`config.mk`:
```
export PLATFORM = sky130hd
export DESIGN_NAME = sqvt_wave_gen_flat
export DESIGN_NICKNAME = d
export VERILOG_FILES = /design/src/rtl/sqvt_wave_gen_pkg.sv /design/src/rtl/sqvt_wave_gen_if.sv /design/src/rtl/sqvt_en_align.sv /design/src/rtl/sqvt_wave_gen.sv /design/src/flat_wrapper.sv
export SDC_FILE = /design/constraint.sdc
export NUM_CORES = 1
export LEC_CHECK = 0
export CAP_MARGIN = 0
export CORE_MARGIN = 5
export CORE_UTILIZATION = 45
export DETAILED_ROUTE_END_ITERATION = 7
export GPL_TIMING_DRIVEN = 1
export PLACE_DENSITY_LB_ADDON = 0.1
export SYNTH_ARGS = -nofsm -noshare
export SYNTH_HDL_FRONTEND = slang
export SYNTH_SLANG_ARGS = --single-unit
```
`constraint.sdc`:
```
create_clock -name Clock -period 6.4 [get_ports Clock]
set_input_delay 0.96 -clock Clock [delete_from_list [all_inputs] [get_ports Clock]]
set_output_delay 0.96 -clock Clock [all_outputs]
set_load 0.01 [all_outputs]
```
`src/rtl/sqvt_wave_gen_pkg.sv`:
```
// Shared types and constants for the square-wave sample generator.
// Optional feature macro: SQVT_DEADBAND_EN (adds a per-phase midpoint
// dead band controlled by DeadCnt).
package sqvt_pkg;

  localparam int SQVT_DW     = 12;
  localparam int SQVT_EN_DLY = 2;   // pipeline depth of the voltage path
  localparam int SQVT_CNT_W  = 16;

  typedef enum logic [1:0] {
    ST_IDLE = 2'd0,
    ST_HIGH = 2'd1,
    ST_LOW  = 2'd2
  } sqvt_state_e;

  // One waveform configuration: period, high time and the two level codes.
  typedef struct packed {
    logic [SQVT_CNT_W-1:0] p;
    logic [SQVT_CNT_W-1:0] h;
    logic [SQVT_DW-1:0]    vhigh;
    logic [SQVT_DW-1:0]    vlow;
`ifdef SQVT_DEADBAND_EN
    logic [7:0]            dead;
`endif
  } sqvt_cfg_t;

  // Clamp a raw configuration: period of at least 2, high time within period.
  function automatic sqvt_cfg_t sqvt_sanitize(input sqvt_cfg_t raw);
    sqvt_cfg_t c;
    c = raw;
    if (raw.p < SQVT_CNT_W'(2)) c.p = SQVT_CNT_W'(2);
    if (raw.h > c.p) c.h = c.p;
    return c;
  endfunction

`ifdef SQVT_DEADBAND_EN
  // Dead-band cycles for a phase: never longer than the phase itself.
  function automatic logic [7:0] sqvt_dead_len(input logic [7:0] dead,
                                               input logic [SQVT_CNT_W-1:0] len);
    if (len < SQVT_CNT_W'(dead)) return len[7:0];
    return dead;
  endfunction
`endif

endpackage

```
`src/rtl/sqvt_wave_gen_if.sv`:
```
// Configuration bus of the square-wave generator.
// Optional feature macro: SQVT_DEADBAND_EN (adds DeadCnt).
// Handshake: Cfg_Load is a one-cycle valid with no ready; the generator
// accepts every pulse, capturing Period/HighCnt/VHigh/VLow (and DeadCnt)
// on the same rising edge into its pending register.
interface sqvt_wave_gen_if #(
  parameter int CNT_W = 16,
  parameter int DW    = 12
);
  logic             Cfg_Load;
  logic [CNT_W-1:0] Period;
  logic [CNT_W-1:0] HighCnt;
  logic [DW-1:0]    VHigh;
  logic [DW-1:0]    VLow;
`ifdef SQVT_DEADBAND_EN
  logic [7:0]       DeadCnt;

  modport master (output Cfg_Load, Period, HighCnt, VHigh, VLow, DeadCnt);
  modport slave  (input  Cfg_Load, Period, HighCnt, VHigh, VLow, DeadCnt);
`else
  modport master (output Cfg_Load, Period, HighCnt, VHigh, VLow);
  modport slave  (input  Cfg_Load, Period, HighCnt, VHigh, VLow);
`endif
endinterface

```
`src/rtl/sqvt_en_align.sv`:
```
// Fixed-depth delay line with synchronous clear; lines the load strobe up
// with data that has passed through the voltage path pipeline.
module sqvt_en_align
  import sqvt_pkg::*;
#(
  parameter int DEPTH = SQVT_EN_DLY
) (
  input  logic clk,
  input  logic clr,
  input  logic d,
  output logic q
);

  logic [DEPTH-1:0] sr_q, sr_d;

  // Shift the strobe one stage per cycle.
  always_comb begin
    sr_d    = sr_q;
    sr_d[0] = d;
    for (int i = 1; i < DEPTH; i++) sr_d[i] = sr_q[i-1];
  end

  // Delay-line register, emptied by clear.
  always_ff @(posedge clk) begin
    if (clr) sr_q <= '0;
    else     sr_q <= sr_d;
  end

  assign q = sr_q[DEPTH-1];

endmodule

```
`src/rtl/sqvt_wave_gen.sv`:
```
// Square-wave sample generator feeding the square-wave voltage path.
// Optional feature macro: SQVT_DEADBAND_EN (midpoint level for the first
// DeadCnt cycles of each phase).
// The FSM state describes the current cycle; Dout/Sync/Busy are registered
// from it, so they trail the state by one cycle. EN trails Dout by two more.
module sqvt_wave_gen
  import sqvt_pkg::*;
#(
  parameter int CNT_W = SQVT_CNT_W,
  parameter int DW    = SQVT_DW
) (
  input  logic               Clock,
  input  logic               Reset,
  input  logic               Run,
  sqvt_wave_gen_if.slave     cfg,
  output logic [DW-1:0]      Dout,
  output logic               EN,
  output logic               Sync,
  output logic               Busy,
  output sqvt_state_e        state_dbg
);

  sqvt_state_e       state_q, state_d, start_state;
  logic [CNT_W-1:0]  cnt_q, cnt_d;
  sqvt_cfg_t         pend_q, pend_d, act_q, act_d;
  sqvt_cfg_t         cfg_in, cfg_idle, cfg_wrap, start_cfg;
  logic [SQVT_CNT_W-1:0] start_len, low_len;
  logic              first_q, first_d;
  logic              do_start, go_low, go_idle;
  logic [DW-1:0]     dout_q, dout_d, level;
  logic              sync_q, sync_d;
  logic              busy_q, busy_d;
  logic              chg_q, chg_d;
  logic              rst_seen_q;
`ifdef SQVT_DEADBAND_EN
  logic [7:0]        dead_q, dead_d;
  logic [DW:0]       mid_sum;
`endif

  // Pending register write, and the sanitised copies used for IDLE and for
  // the period boundary (the boundary copy sees a same-cycle load).
  always_comb begin
    cfg_in       = '0;
    cfg_in.p     = cfg.Period;
    cfg_in.h     = cfg.HighCnt;
    cfg_in.vhigh = cfg.VHigh;
    cfg_in.vlow  = cfg.VLow;
`ifdef SQVT_DEADBAND_EN
    cfg_in.dead  = cfg.DeadCnt;
`endif
    pend_d   = cfg.Cfg_Load ? cfg_in : pend_q;
    cfg_idle = sqvt_sanitize(pend_q);
    cfg_wrap = sqvt_sanitize(pend_d);
  end

  // First phase of a new period: HIGH unless the high time is zero.
  always_comb begin
    start_cfg   = (state_q == ST_IDLE) ? cfg_idle : cfg_wrap;
    start_state = (start_cfg.h == '0) ? ST_LOW : ST_HIGH;
    start_len   = (start_cfg.h == '0) ? start_cfg.p : start_cfg.h;
    low_len     = act_q.p - act_q.h;
  end

  // Next-state logic: phase counter reloads on every state entry and the
  // terminal count (zero) ends the phase; Run low overrides everything.
  always_comb begin
    state_d  = state_q;
    cnt_d    = (cnt_q != '0) ? cnt_q - 1'b1 : cnt_q;
    act_d    = act_q;
    first_d  = 1'b0;
    do_start = 1'b0;
    go_low   = 1'b0;
    go_idle  = 1'b0;
    unique case (state_q)
      ST_IDLE: begin
        act_d    = cfg_idle;
        cnt_d    = '0;
        do_start = Run;
      end
      ST_HIGH: begin
        if (!Run) go_idle = 1'b1;
        else if (cnt_q == '0) begin
          // With H == P there is no low phase: the period ends here.
          if (act_q.h == act_q.p) do_start = 1'b1;
          else                    go_low   = 1'b1;
        end
      end
      ST_LOW: begin
        if (!Run)                 go_idle  = 1'b1;
        else if (cnt_q == '0)     do_start = 1'b1;
      end
      default: go_idle = 1'b1;
    endcase
    if (go_low) begin
      state_d = ST_LOW;
      cnt_d   = CNT_W'(low_len - 1'b1);
    end
    if (go_idle) begin
      state_d = ST_IDLE;
      cnt_d   = '0;
    end
    if (do_start) begin
      state_d = start_state;
      cnt_d   = CNT_W'(start_len - 1'b1);
      act_d   = start_cfg;
      first_d = 1'b1;
    end
  end

`ifdef SQVT_DEADBAND_EN
  // Dead-band counter: loaded on each phase entry, counts down to zero.
  always_comb begin
    dead_d = (dead_q != 8'd0) ? dead_q - 8'd1 : 8'd0;
    if (do_start)                           dead_d = sqvt_dead_len(start_cfg.dead, start_len);
    else if (go_low)                        dead_d = sqvt_dead_len(act_q.dead, low_len);
    else if (go_idle || state_q == ST_IDLE) dead_d = 8'd0;
  end
`endif

  // Output stage inputs: level for the current state, Sync on period start,
  // change strobe whenever Dout will take a new value (or just out of reset).
  always_comb begin
    level = (state_q == ST_HIGH) ? act_q.vhigh : act_q.vlow;
`ifdef SQVT_DEADBAND_EN
    mid_sum = {1'b0, act_q.vhigh} + {1'b0, act_q.vlow};
    if (state_q != ST_IDLE && dead_q != 8'd0) level = mid_sum[DW:1];
`endif
    dout_d = level;
    sync_d = first_q;
    busy_d = (state_q != ST_IDLE);
    chg_d  = (dout_d != dout_q) | rst_seen_q;
  end

  // State, configuration and output registers.
  always_ff @(posedge Clock) begin
    if (Reset) begin
      state_q    <= ST_IDLE;
      cnt_q      <= '0;
      pend_q     <= '0;
      act_q      <= '0;
      first_q    <= 1'b0;
      dout_q     <= '0;
      sync_q     <= 1'b0;
      busy_q     <= 1'b0;
      chg_q      <= 1'b0;
      rst_seen_q <= 1'b1;
`ifdef SQVT_DEADBAND_EN
      dead_q     <= 8'd0;
`endif
    end else begin
      state_q    <= state_d;
      cnt_q      <= cnt_d;
      pend_q     <= pend_d;
      act_q      <= act_d;
      first_q    <= first_d;
      dout_q     <= dout_d;
      sync_q     <= sync_d;
      busy_q     <= busy_d;
      chg_q      <= chg_d;
      rst_seen_q <= 1'b0;
`ifdef SQVT_DEADBAND_EN
      dead_q     <= dead_d;
`endif
    end
  end

  sqvt_en_align #(.DEPTH(SQVT_EN_DLY)) u_en_align (
    .clk (Clock),
    .clr (Reset),
    .d   (chg_q),
    .q   (EN)
  );

  assign Dout      = dout_q;
  assign Sync      = sync_q;
  assign Busy      = busy_q;
  assign state_dbg = state_q;

endmodule

```
`src/flat_wrapper.sv`:
```
// flat-port wrapper written by rule: the top's interface ports become plain ports
module sqvt_wave_gen_flat import sqvt_pkg::*;
#(
  parameter int CNT_W = SQVT_CNT_W,
  parameter int DW    = SQVT_DW
)
  (Clock, Reset, Run, Dout, EN, Sync, Busy, state_dbg, cfg_Cfg_Load, cfg_Period, cfg_HighCnt, cfg_VHigh, cfg_VLow);
  sqvt_wave_gen_if #(.CNT_W(CNT_W), .DW(DW)) cfg_i ();
  input  logic Clock;
  input  logic Reset;
  input  logic Run;
  output logic [DW-1:0] Dout;
  output logic EN;
  output logic Sync;
  output logic Busy;
  output sqvt_state_e state_dbg;
  input wire logic [$bits(cfg_i.Cfg_Load)-1:0] cfg_Cfg_Load;
  input wire logic [$bits(cfg_i.Period)-1:0] cfg_Period;
  input wire logic [$bits(cfg_i.HighCnt)-1:0] cfg_HighCnt;
  input wire logic [$bits(cfg_i.VHigh)-1:0] cfg_VHigh;
  input wire logic [$bits(cfg_i.VLow)-1:0] cfg_VLow;
  assign cfg_i.Cfg_Load = cfg_Cfg_Load;
  assign cfg_i.Period = cfg_Period;
  assign cfg_i.HighCnt = cfg_HighCnt;
  assign cfg_i.VHigh = cfg_VHigh;
  assign cfg_i.VLow = cfg_VLow;
  sqvt_wave_gen #(.CNT_W(CNT_W), .DW(DW)) u_core (.Clock(Clock), .Reset(Reset), .Run(Run), .cfg(cfg_i), .Dout(Dout), .EN(EN), .Sync(Sync), .Busy(Busy), .state_dbg(state_dbg));
endmodule
```
# After elaboration in Yosys (flattened, before gate mapping)

Index checks and enable logic that the tools add are counted.

Input bits: 60
Word-level logic and storage cells: 72
Bits in registers: 149
Output and inout port bits: 17

Add/sub/neg operators: 4
Muxes and demuxes: 33
Equality and inequality tests: 4
Bitwise operators: 1
Reductions and logical operators: 9
Magnitude comparators: 4

Operator list:

| cell                                                                          | number |
|---|---|
| 56-bit two-way mux                                                            | 4 |
| 16-bit two-way mux                                                            | 10 |
| 16-bit by 1-bit subtractor with 16-bit output, second input constant          | 3 |
| 16-bit > comparator                                                           | 2 |
| 16-bit logical NOT                                                            | 2 |
| 16-bit by 2-bit less-than comparator with 1-bit output, second input constant | 2 |
| 16-bit == test                                                                | 1 |
| 16-bit nonzero test                                                           | 1 |
| 16-bit subtractor                                                             | 1 |
| 1-bit two-way mux                                                             | 12 |
| 12-bit two-way mux                                                            | 1 |
| 12-bit inequality test                                                        | 1 |
| 2-bit two-way mux                                                             | 4 |
| 5-bit nonzero test                                                            | 1 |
| 2-bit nonzero test                                                            | 2 |
| 1-bit one-hot mux with 3 select lines                                         | 1 |
| 3-bit nonzero test                                                            | 1 |
| 2-bit by 1-bit == test with 1-bit output, second input constant               | 1 |
| 2-bit == test, second input constant                                          | 1 |
| 2-bit logical NOT                                                             | 1 |
| 1-bit one-hot mux with 2 select lines                                         | 1 |
| 2-bit OR reduction                                                            | 1 |
| 1-bit bitwise OR                                                              | 1 |

# Depth between registers and ports, before layout

Gate-level depths: netlist of run 1.

Word-level depth: 10
Gate-level depth with buffers: 24
Depth with buffers taken out: 19

# Cells and area by module

A second synthesis of run 1 with hierarchy kept.

Cell total of the unflattened synthesis: 1160
Area total of the unflattened synthesis: 9434.0 µm²

By module, submodules not included:

| module        | area each (µm²) | cells each | seq. area each (µm²) | times used |
|---|---|---|---|---|
| sqvt_wave_gen | 9381.5          | 1156       | 2942.8               | 1 |
| sqvt_en_align | 52.6            | 4          | 40.0                 | 1 |

# Worst setup path before layout of run 1

No wires, ideal clock.

Kind: input-to-reg
From: in cfg_Cfg_Load
To: reg u_core.cnt_q[10]
Library setup time: 116 ps
Data required time: 6284 ps
Slack: -90 ps
Path buffers: 5
Stages: 21
Data arrival time: 6374 ps
Cells stage by stage: buf_2 buf_1 clkbuf_1 mux2i_1 inv_1 ha_1 nand4_1 or4_4 o211a_1 or4_1 a32oi_1 nor3b_2 nand4b_4 buf_2 buf_2 o21a_1 ha_1 and4_1 o21ai_1 o221ai_1 a41o_1

RTL lines:

| item                 | RTL line             | text |
|---|---|---|
| from (decl)          | flat_wrapper.sv:17   | `input wire logic [$bits(cfg_i.Cfg_Load)-1:0] cfg_Cfg_Load;` |
| to (signal assigned) | sqvt_wave_gen.sv:152 | `cnt_q <= cnt_d;` |
| to (decl)            | sqvt_wave_gen.sv:24  | `logic [CNT_W-1:0] cnt_q, cnt_d;` |

# Worst setup path in the final report of run 1

From: in cfg_Period[7]
To: reg u_core.cnt_q[10]

Word-level cells in the longest chain between the ends: 10

RTL lines:

| item                                                   | RTL line                | text |
|---|---|---|
| from (decl)                                            | flat_wrapper.sv:18      | `input wire logic [$bits(cfg_i.Period)-1:0] cfg_Period;` |
| 56-bit two-way mux *                                   | sqvt_wave_gen.sv:51     | `pend_d = cfg.Cfg_Load ? cfg_in : pend_q;` |
| 16-bit by 2-bit less-than comparator with 1-bit output | sqvt_wave_gen_pkg.sv:31 | `if (raw.p < SQVT_CNT_W'(2)) c.p = SQVT_CNT_W'(2);` |
| 16-bit two-way mux *                                   | sqvt_wave_gen_pkg.sv:31 |  |
| 16-bit > comparator                                    | sqvt_wave_gen_pkg.sv:32 | `if (raw.h > c.p) c.h = c.p;` |
| 16-bit two-way mux                                     | sqvt_wave_gen_pkg.sv:32 |  |
| 56-bit two-way mux *                                   | sqvt_wave_gen.sv:58     | `start_cfg = (state_q == ST_IDLE) ? cfg_idle : cfg_wrap;` |
| 16-bit logical NOT                                     | sqvt_wave_gen.sv:60     | `start_len = (start_cfg.h == '0) ? start_cfg.p : start_cfg.h;` |
| 16-bit two-way mux *                                   | sqvt_wave_gen.sv:60     |  |
| 16-bit by 1-bit subtractor with 16-bit output *        | sqvt_wave_gen.sv:104    | `cnt_d = CNT_W'(start_len - 1'b1);` |
| 16-bit two-way mux *                                   | sqvt_wave_gen.sv:102    | `if (do_start) begin` |

Mark *: on every way between the ends. The rest lies on a longest branch, timed or not.
A chain may end at the register's enable or synchronous reset.

==> results.yml, run 1 <==
clock_network:
  cts_tree: "done"
  cts_buffer_depth: 2
  post-cts-setup-buffer-count: 0
  clk_pin_slew_ps: 70
  cts_buffers: 17
  cts_resized: 0
  htreeDepth: 4
  worstSkewPairLatency_ps: 440
  cts_root_buf: "clkbuf_16"
  clock_sinks: 149
  holdBufCountCts: 0
routing:
  routed_wl_um: 28100
  drc: 0
  vias: 8590
  via_per_inst: 5.77
  ant_nets: 0
  detail_route.first_pass.iterations: 6
  wire_per_inst_um: 18.8
  drtIter0Drc: 775
logic_synthesis:
  yosysWarnings: 0
  synth-edff-count: 0
  ys_seq_area_frac: 0.325
  yosys.area.top_type: "dfxtp_1"
  ys_types: 80
  syn-mean-instance-area_um2: 8.07
  yosys-top-cells-area: "dfxtp_1 33%, ha_1 7.2%, mux2i_1 7.2%"
  synth-seq-cells: 149
  ys_async_sr_fraction: 0
  synth_top_area_share: 0.325
  synth_cells: 1136
  synth_nets: 1250
  synthFlopType: "dfxtp_1"
  syn_area_um2: 9170
placed_design:
  hpwl_um: 21100
  dp_slack_ps: 307
  place_congestion: 0.940
  port_buffers: 76
floorplan:
  die_x_um: 153
  dieHeight_um: 153
  top_level_ports: 77
  start_util: 0.455
  rows: 52
  dieArea_um2: 23300
  core_region_area_um2: 20200
sta:
  timing.final.crit_share: 0.908
  finalSetupTns_ps: 0
  worst_slack_ps: 590
  finalClockSkew_ps: 18.1
  finalSetupViolCount: 0
  hold_viol_final: 0
  worst_slew_pin_slew_ps: 1220
  rsz0062_at_grt: "no"
  relSlewSlack: 0.186
  fin_crit_ps: 5810
  max_freq_mhz: 172
  slew_viol_final: 0
layout:
  num_antenna_cells: 0
  drive_gt1_frac: 0.0960
  final_nets: 1320
  area_growth_pct: 18.8
worst_setup_path:
  critPathRequiredTime_ps: 6720
  critPathCaptureType: "flop"
  cp_max_fo: 11
  critPathLaunch: "cfg_Period[7]"
  crit_type: "in2reg"
  cp-start-kind: "input port"
  reg2reg_from: "u_core.pend_q[47]$_SDFF_PP0_"
  cp.arrival_ps: 6130
min_path:
  worstHoldStart: "u_core.act_q[29]$_SDFFE_PP0P_"
  worstHoldPathType: "reg2reg"
pwr:
  power_w: 0.00332
  powerDensity_nw_per_um2: 305
  peakVddDrop_uv: 184
  p_leak_nw: 4.33
global_route:
  grt_pass1_vias: 8226
  grt_max_degree: 71
  grt_antenna_before_repair: 0
  grt_pass1_wl_um: 45300
  overflow: 0
  gr-usage-all-layers: 0.238
run_status:
  status: "completed"
flow_run:
  maxCapViolations: 0
## power breakdown
part	leakage [nW]	switching, W	internal, W
registers	1.22	0.0000678	0.00101
logic	2.81	0.000718	0.000500
clock network	0.295	0.000454	0.000564
total	4.33	0.00124	0.00208
## cells in the final DEF (no fill, tap or decap), types with 4 or more instances in the layout
cell type          n
xnor2_1           25
a21oi_1           71
buf_4             37
a41oi_1            4
clkbuf_16         17
or3_1              6
inv_1             52
o31ai_1            6
nand3_1           21
dfxtp_1          149
xor2_1            13
o311a_1            4
clkdlybuf4s50_1   74
nor2b_1           19
and2_1            10
nand2_1           97
o21ai_1            4
or4_1              7
o22ai_1           17
o211ai_1           8
or2_2              6
o21a_1             9
and3_1             6
a31oi_1            9
a22oi_1           25
inv_6              5
o21ai_0           55
nand2b_1           8
nor4_1            10
mux2_2            21
a211oi_1          31
nor2_1           159
nor3_1            22
a21o_1             4
nand4_1           11
mux2i_1           66
ha_1              52
## synth_stat cells (all sizes together) (11+ instances only)
master and count:
a211oi 31, a21oi 72, a22oi 25, buf 24, clkbuf 36, dfxtp 149
ha 53, inv 52, mux2 21, mux2i 66, nand2 99, nand3 21
nand4 11, nor2 163, nor2b 19, nor3 22, nor4 11, o21ai 59
o22ai 17, xnor2 25, xor2 13
## final timing paths
check | slack (ps) | endpoint | cells past startpoint
min | 450 | u_core.act_q[29]$_SDFFE_PP0P_ | 2
max reg2reg | 860 | u_core.cnt_q[10]$_SDFFE_PP0P_ | 18
min reg2reg | 450 | u_core.act_q[29]$_SDFFE_PP0P_ | 2
max | 590 | u_core.cnt_q[10]$_SDFFE_PP0P_ | 21
## layer usage
metal / up-vias / share of wire / global-route usage / routed length (µm)
li1: 4231 / - / - / -
met1: 4008 / 0.49 / 0.350 / 13700
met2: 299 / 0.42 / 0.349 / 11900
met3: 52 / 0.064 / 0.0523 / 1790
met4: 0 / 0.024 / 0.0713 / 660
met5: - / 0 / 0 / 0
## through the flow
| step | area, µm² | util | instances | hold WS [ps] |
|---|---|---|---|---|
| after floorplan | 9170 | - | 1136 | 414 |
| after global placement | 10300 | 0.510 | 1457 | 436 |
| after detailed placement | 10300 | 0.510 | 1457 | 431 |
| after CTS | 10900 | 0.540 | 1489 | 455 |
| after global routing | 10900 | 0.540 | 1489 | 475 |
| final | 10900 | 0.540 | 1489 | 452 |
## registers in the layout, indices dropped and copies added, names as in the netlist
signal and cells:
u_core.act_q 56, u_core.first_q 1, u_core.Sync 1, u_core.rst_seen_q 1, u_core.Busy 1, u_core.u_en_align.sr_q 2
u_core.pend_q 32, u_core.chg_q 1, u_core.cfg_idle 24, u_core.Dout 12, u_core.cnt_q 16, u_core.state_dbg 2
## critical path, stage by stage
cell and delay [ps]:
clkdlybuf4s50_1 440, nor4_1 370, buf_4 190, a32oi_1 80, nor2_1 160, o22a_1 200, inv_1 90, ha_1 290
a21oi_1 120, o21a_1 180, o211a_1 320, nor2_1 130, o311a_2 440, or4b_1 540, nand4b_4 290, o21a_1 260
ha_1 250, and4_1 190, o21ai_1 200, o221ai_1 190, a41o_1 240
## cell families (layout without fill, tap and decap cells)
kind of cell / count (synthesis) / after routing / share of synthesized area
flip-flops: 149 / 149 / 0.325
AO/OA/AOI/OAI: 285 / 285 / 0.204
buffers and inverters: 113 / 196 / 0.0479
XOR/XNOR: 38 / 38 / 0.0363
multiplexers: 87 / 87 / 0.0979
AND/OR/NAND/NOR: 410 / 410 / 0.214
adder cells (fa/ha/maj): 54 / 54 / 0.0745
## cell type report
class / count / area [µm²]
clock buffer: 18 / 439
multi-input combinational: 874 / 5760
inverter: 53 / 199
fill: 1978 / 9280
sequential: 149 / 2980
tap: 270 / 338
clock inverter: 14 / 155
timing repair buffer: 111 / 1020
Note: power is estimated with default switching activity, not from simulation.
==> inputs of run 2 (changes only) <==
--- a/config.mk
+++ b/config.mk
@@ -10,7 +10,7 @@
 export CORE_UTILIZATION = 45
 export DETAILED_ROUTE_END_ITERATION = 7
 export GPL_TIMING_DRIVEN = 1
-export PLACE_DENSITY_LB_ADDON = 0.1
+export PLACE_DENSITY = 0.77
 export SYNTH_ARGS = -nofsm -noshare
 export SYNTH_HDL_FRONTEND = slang
 export SYNTH_SLANG_ARGS = --single-unit
==> results.yml, run 2 (same netlist as run 1, synthesis figures left out) <==
run_status:
  status: "completed"
global_route:
  grt_use_met1: 0.324
  grt_max_degree: 80
  grt_use_met3: 0.0426
  grt_pass1_vias: 8247
  gr-usage-all-layers: 0.230
  overflow: 0
  grt_use_met2: 0.355
  busiest_layer: "met2"
  grt_pass1_wl_um: 44000
  grt_antenna_before_repair: 0
placed_design:
  place_congestion: 0.966
  dp_slack_ps: 191
  port_buffers: 76
  hpwl_um: 20000
  place_area_um2: 10300
routing:
  detail_route.first_pass.iterations: 5
  wire_per_inst_um: 18.5
  drtIter0Drc: 830
  drc: 0
  vias: 8704
  routed_wl_um: 27600
  ant_nets: 0
  via_per_inst: 5.83
worst_setup_path:
  critPathLaunch: "cfg_Cfg_Load"
  cp_max_fo: 18
  cp-start-kind: "input port"
  critPathRequiredTime_ps: 6730
  crit_type: "in2reg"
  slowest_delay_ps: 640
  cp.arrival_ps: 6180
  reg2reg_from: "u_core.pend_q[47]$_SDFF_PP0_"
  path_cells: "buf_2 -> buf_4 -> mux2i_1 -> buf_4 -> ha_1 -> nand4_1 -> or4_4 -> or2_0 -> nand2_2 -> mux2_2 -> o31ai_1 -> nand4b_4 -> o21a_1 -> ha_1 -> and4_1 -> o21ai_1 -> o221ai_1 -> a41o_1"
  worst_path_max_delay_cell: "o31ai_1"
  reg2reg_to: "u_core.cnt_q[10]$_SDFFE_PP0P_"
  critPathBufInv: 3
  regToRegSetupSlack_ps: 630
  critPathCaptureType: "flop"
  reg2reg_depth: 17
  critPathTopFamily: "simple AND/OR/NAND/NOR gates"
clock_network:
  cts_root_buf: "clkbuf_16"
  holdBufCountCts: 0
  htreeDepth: 4
  cts_tree: "done"
  cts_buffer_depth: 2
  clk_pin_slew_ps: 70
  post-cts-setup-buffer-count: 0
  cts_resized: 0
  clock_sinks: 149
  cts_buffers: 17
  worstSkewPairLatency_ps: 430
pwr:
  pwr-share-seq: 0.323
  pwr-share-comb: 0.364
  p_leak_nw: 4.35
  powerDensity_nw_per_um2: 307
  power_switching_w: 0.00127
  p_sw_frac: 0.378
  internal-power_w: 0.00209
  peakVddDrop_uv: 191
  p_clk_frac: 0.314
  power_w: 0.00335
min_path:
  worstHoldStart: "u_core.act_q[27]$_SDFFE_PP0P_"
  holdPathStages: 2
  holdPathEnd: "u_core.act_q[27]$_SDFFE_PP0P_"
  worstHoldPathType: "reg2reg"
sta:
  max_freq_mhz: 171
  timing.final.crit_share: 0.914
  relSlewSlack: 0.191
  rsz0062_at_grt: "no"
  hold_viol_final: 0
  fin_crit_ps: 5850
  worst_slack_ps: 550
  worst_slew_pin_slew_ps: 1210
  finalClockSkew_ps: 13.1
  finalSetupViolCount: 0
  slew_viol_final: 0
  finalSetupTns_ps: 0
layout:
  fin_util: 0.542
  regMostFlops: "u_core.act_q"
  final_common_cell: "nor2_1"
  design_area_um2: 10900
  area_growth_pct: 19.3
  final_cell_mix: "159 x nor2_1, 149 x dfxtp_1, 97 x nand2_1"
  drive_gt1_frac: 0.0974
  largest_reg_flops: 56
  final_nets: 1323
  num_antenna_cells: 0
  nFillCells: 1860
floorplan:
  rows: 52
  die_x_um: 153
  core_region_area_um2: 20200
  top_level_ports: 77
  start_util: 0.455
  dieHeight_um: 153
  dieArea_um2: 23300
flow_run:
  maxCapViolations: 0
[run 2: area by class of cell]
| class | instances | area [µm²] | share of cell area |
|---|---|---|---|
| multi-input combinational | 874 | 5750 | 0.526 |
| tap | 270 | 338 | 0.0309 |
| clock inverter | 15 | 200 | 0.0183 |
| timing repair buffer | 114 | 1040 | 0.0950 |
| clock buffer | 17 | 425 | 0.0389 |
| sequential | 149 | 2980 | 0.273 |
| inverter | 53 | 199 | 0.0182 |
[run 2: worst max path at each step]
stage | end | slack, ps | cells past startpoint
after floorplan | u_core.cnt_q[10]$_SDFFE_PP0P_ | 50 | 21
after global placement | u_core.cnt_q[10]$_SDFFE_PP0P_ | 290 | 21
after detailed placement | u_core.cnt_q[10]$_SDFFE_PP0P_ | 190 | 21
after CTS | u_core.cnt_q[10]$_SDFFE_PP0P_ | 630 | 21
after global routing | u_core.cnt_q[10]$_SDFFE_PP0P_ | 180 | 21
final | u_core.cnt_q[10]$_SDFFE_PP0P_ | 550 | 18
[run 2: through the flow]
step	std cells	hold WS, ps
detailed placement	1460	432
floorplan	1136	414
finish	1492	454
CTS	1492	455
global route	1492	472
global placement	1460	430
[run 2: power groups by stage]
stage          sequential (W)  combinational (W)  clock [W]
3_3_place_gp          0.00110            0.00117          0
2_1_floorplan         0.00108           0.000854          0
6_report              0.00108            0.00122    0.00105
3_5_place_dp          0.00110            0.00118          0
5_1_grt               0.00109            0.00133    0.00111
4_1_cts               0.00108            0.00119    0.00107
[run 2: tightest hold or removal path, delay by kind of cell (launching register included)]
family          cells  cell delay [ps]
simple gates        1               50
compound gates      1               50
flops               1              310
[run 2: layer usage]
metal | vias to the layer above | part of all wire
met5 | - | 0
met4 | 0 | 0.025
met3 | 58 | 0.070
met2 | 321 | 0.45
met1 | 4088 | 0.45
li1 | 4237 | -
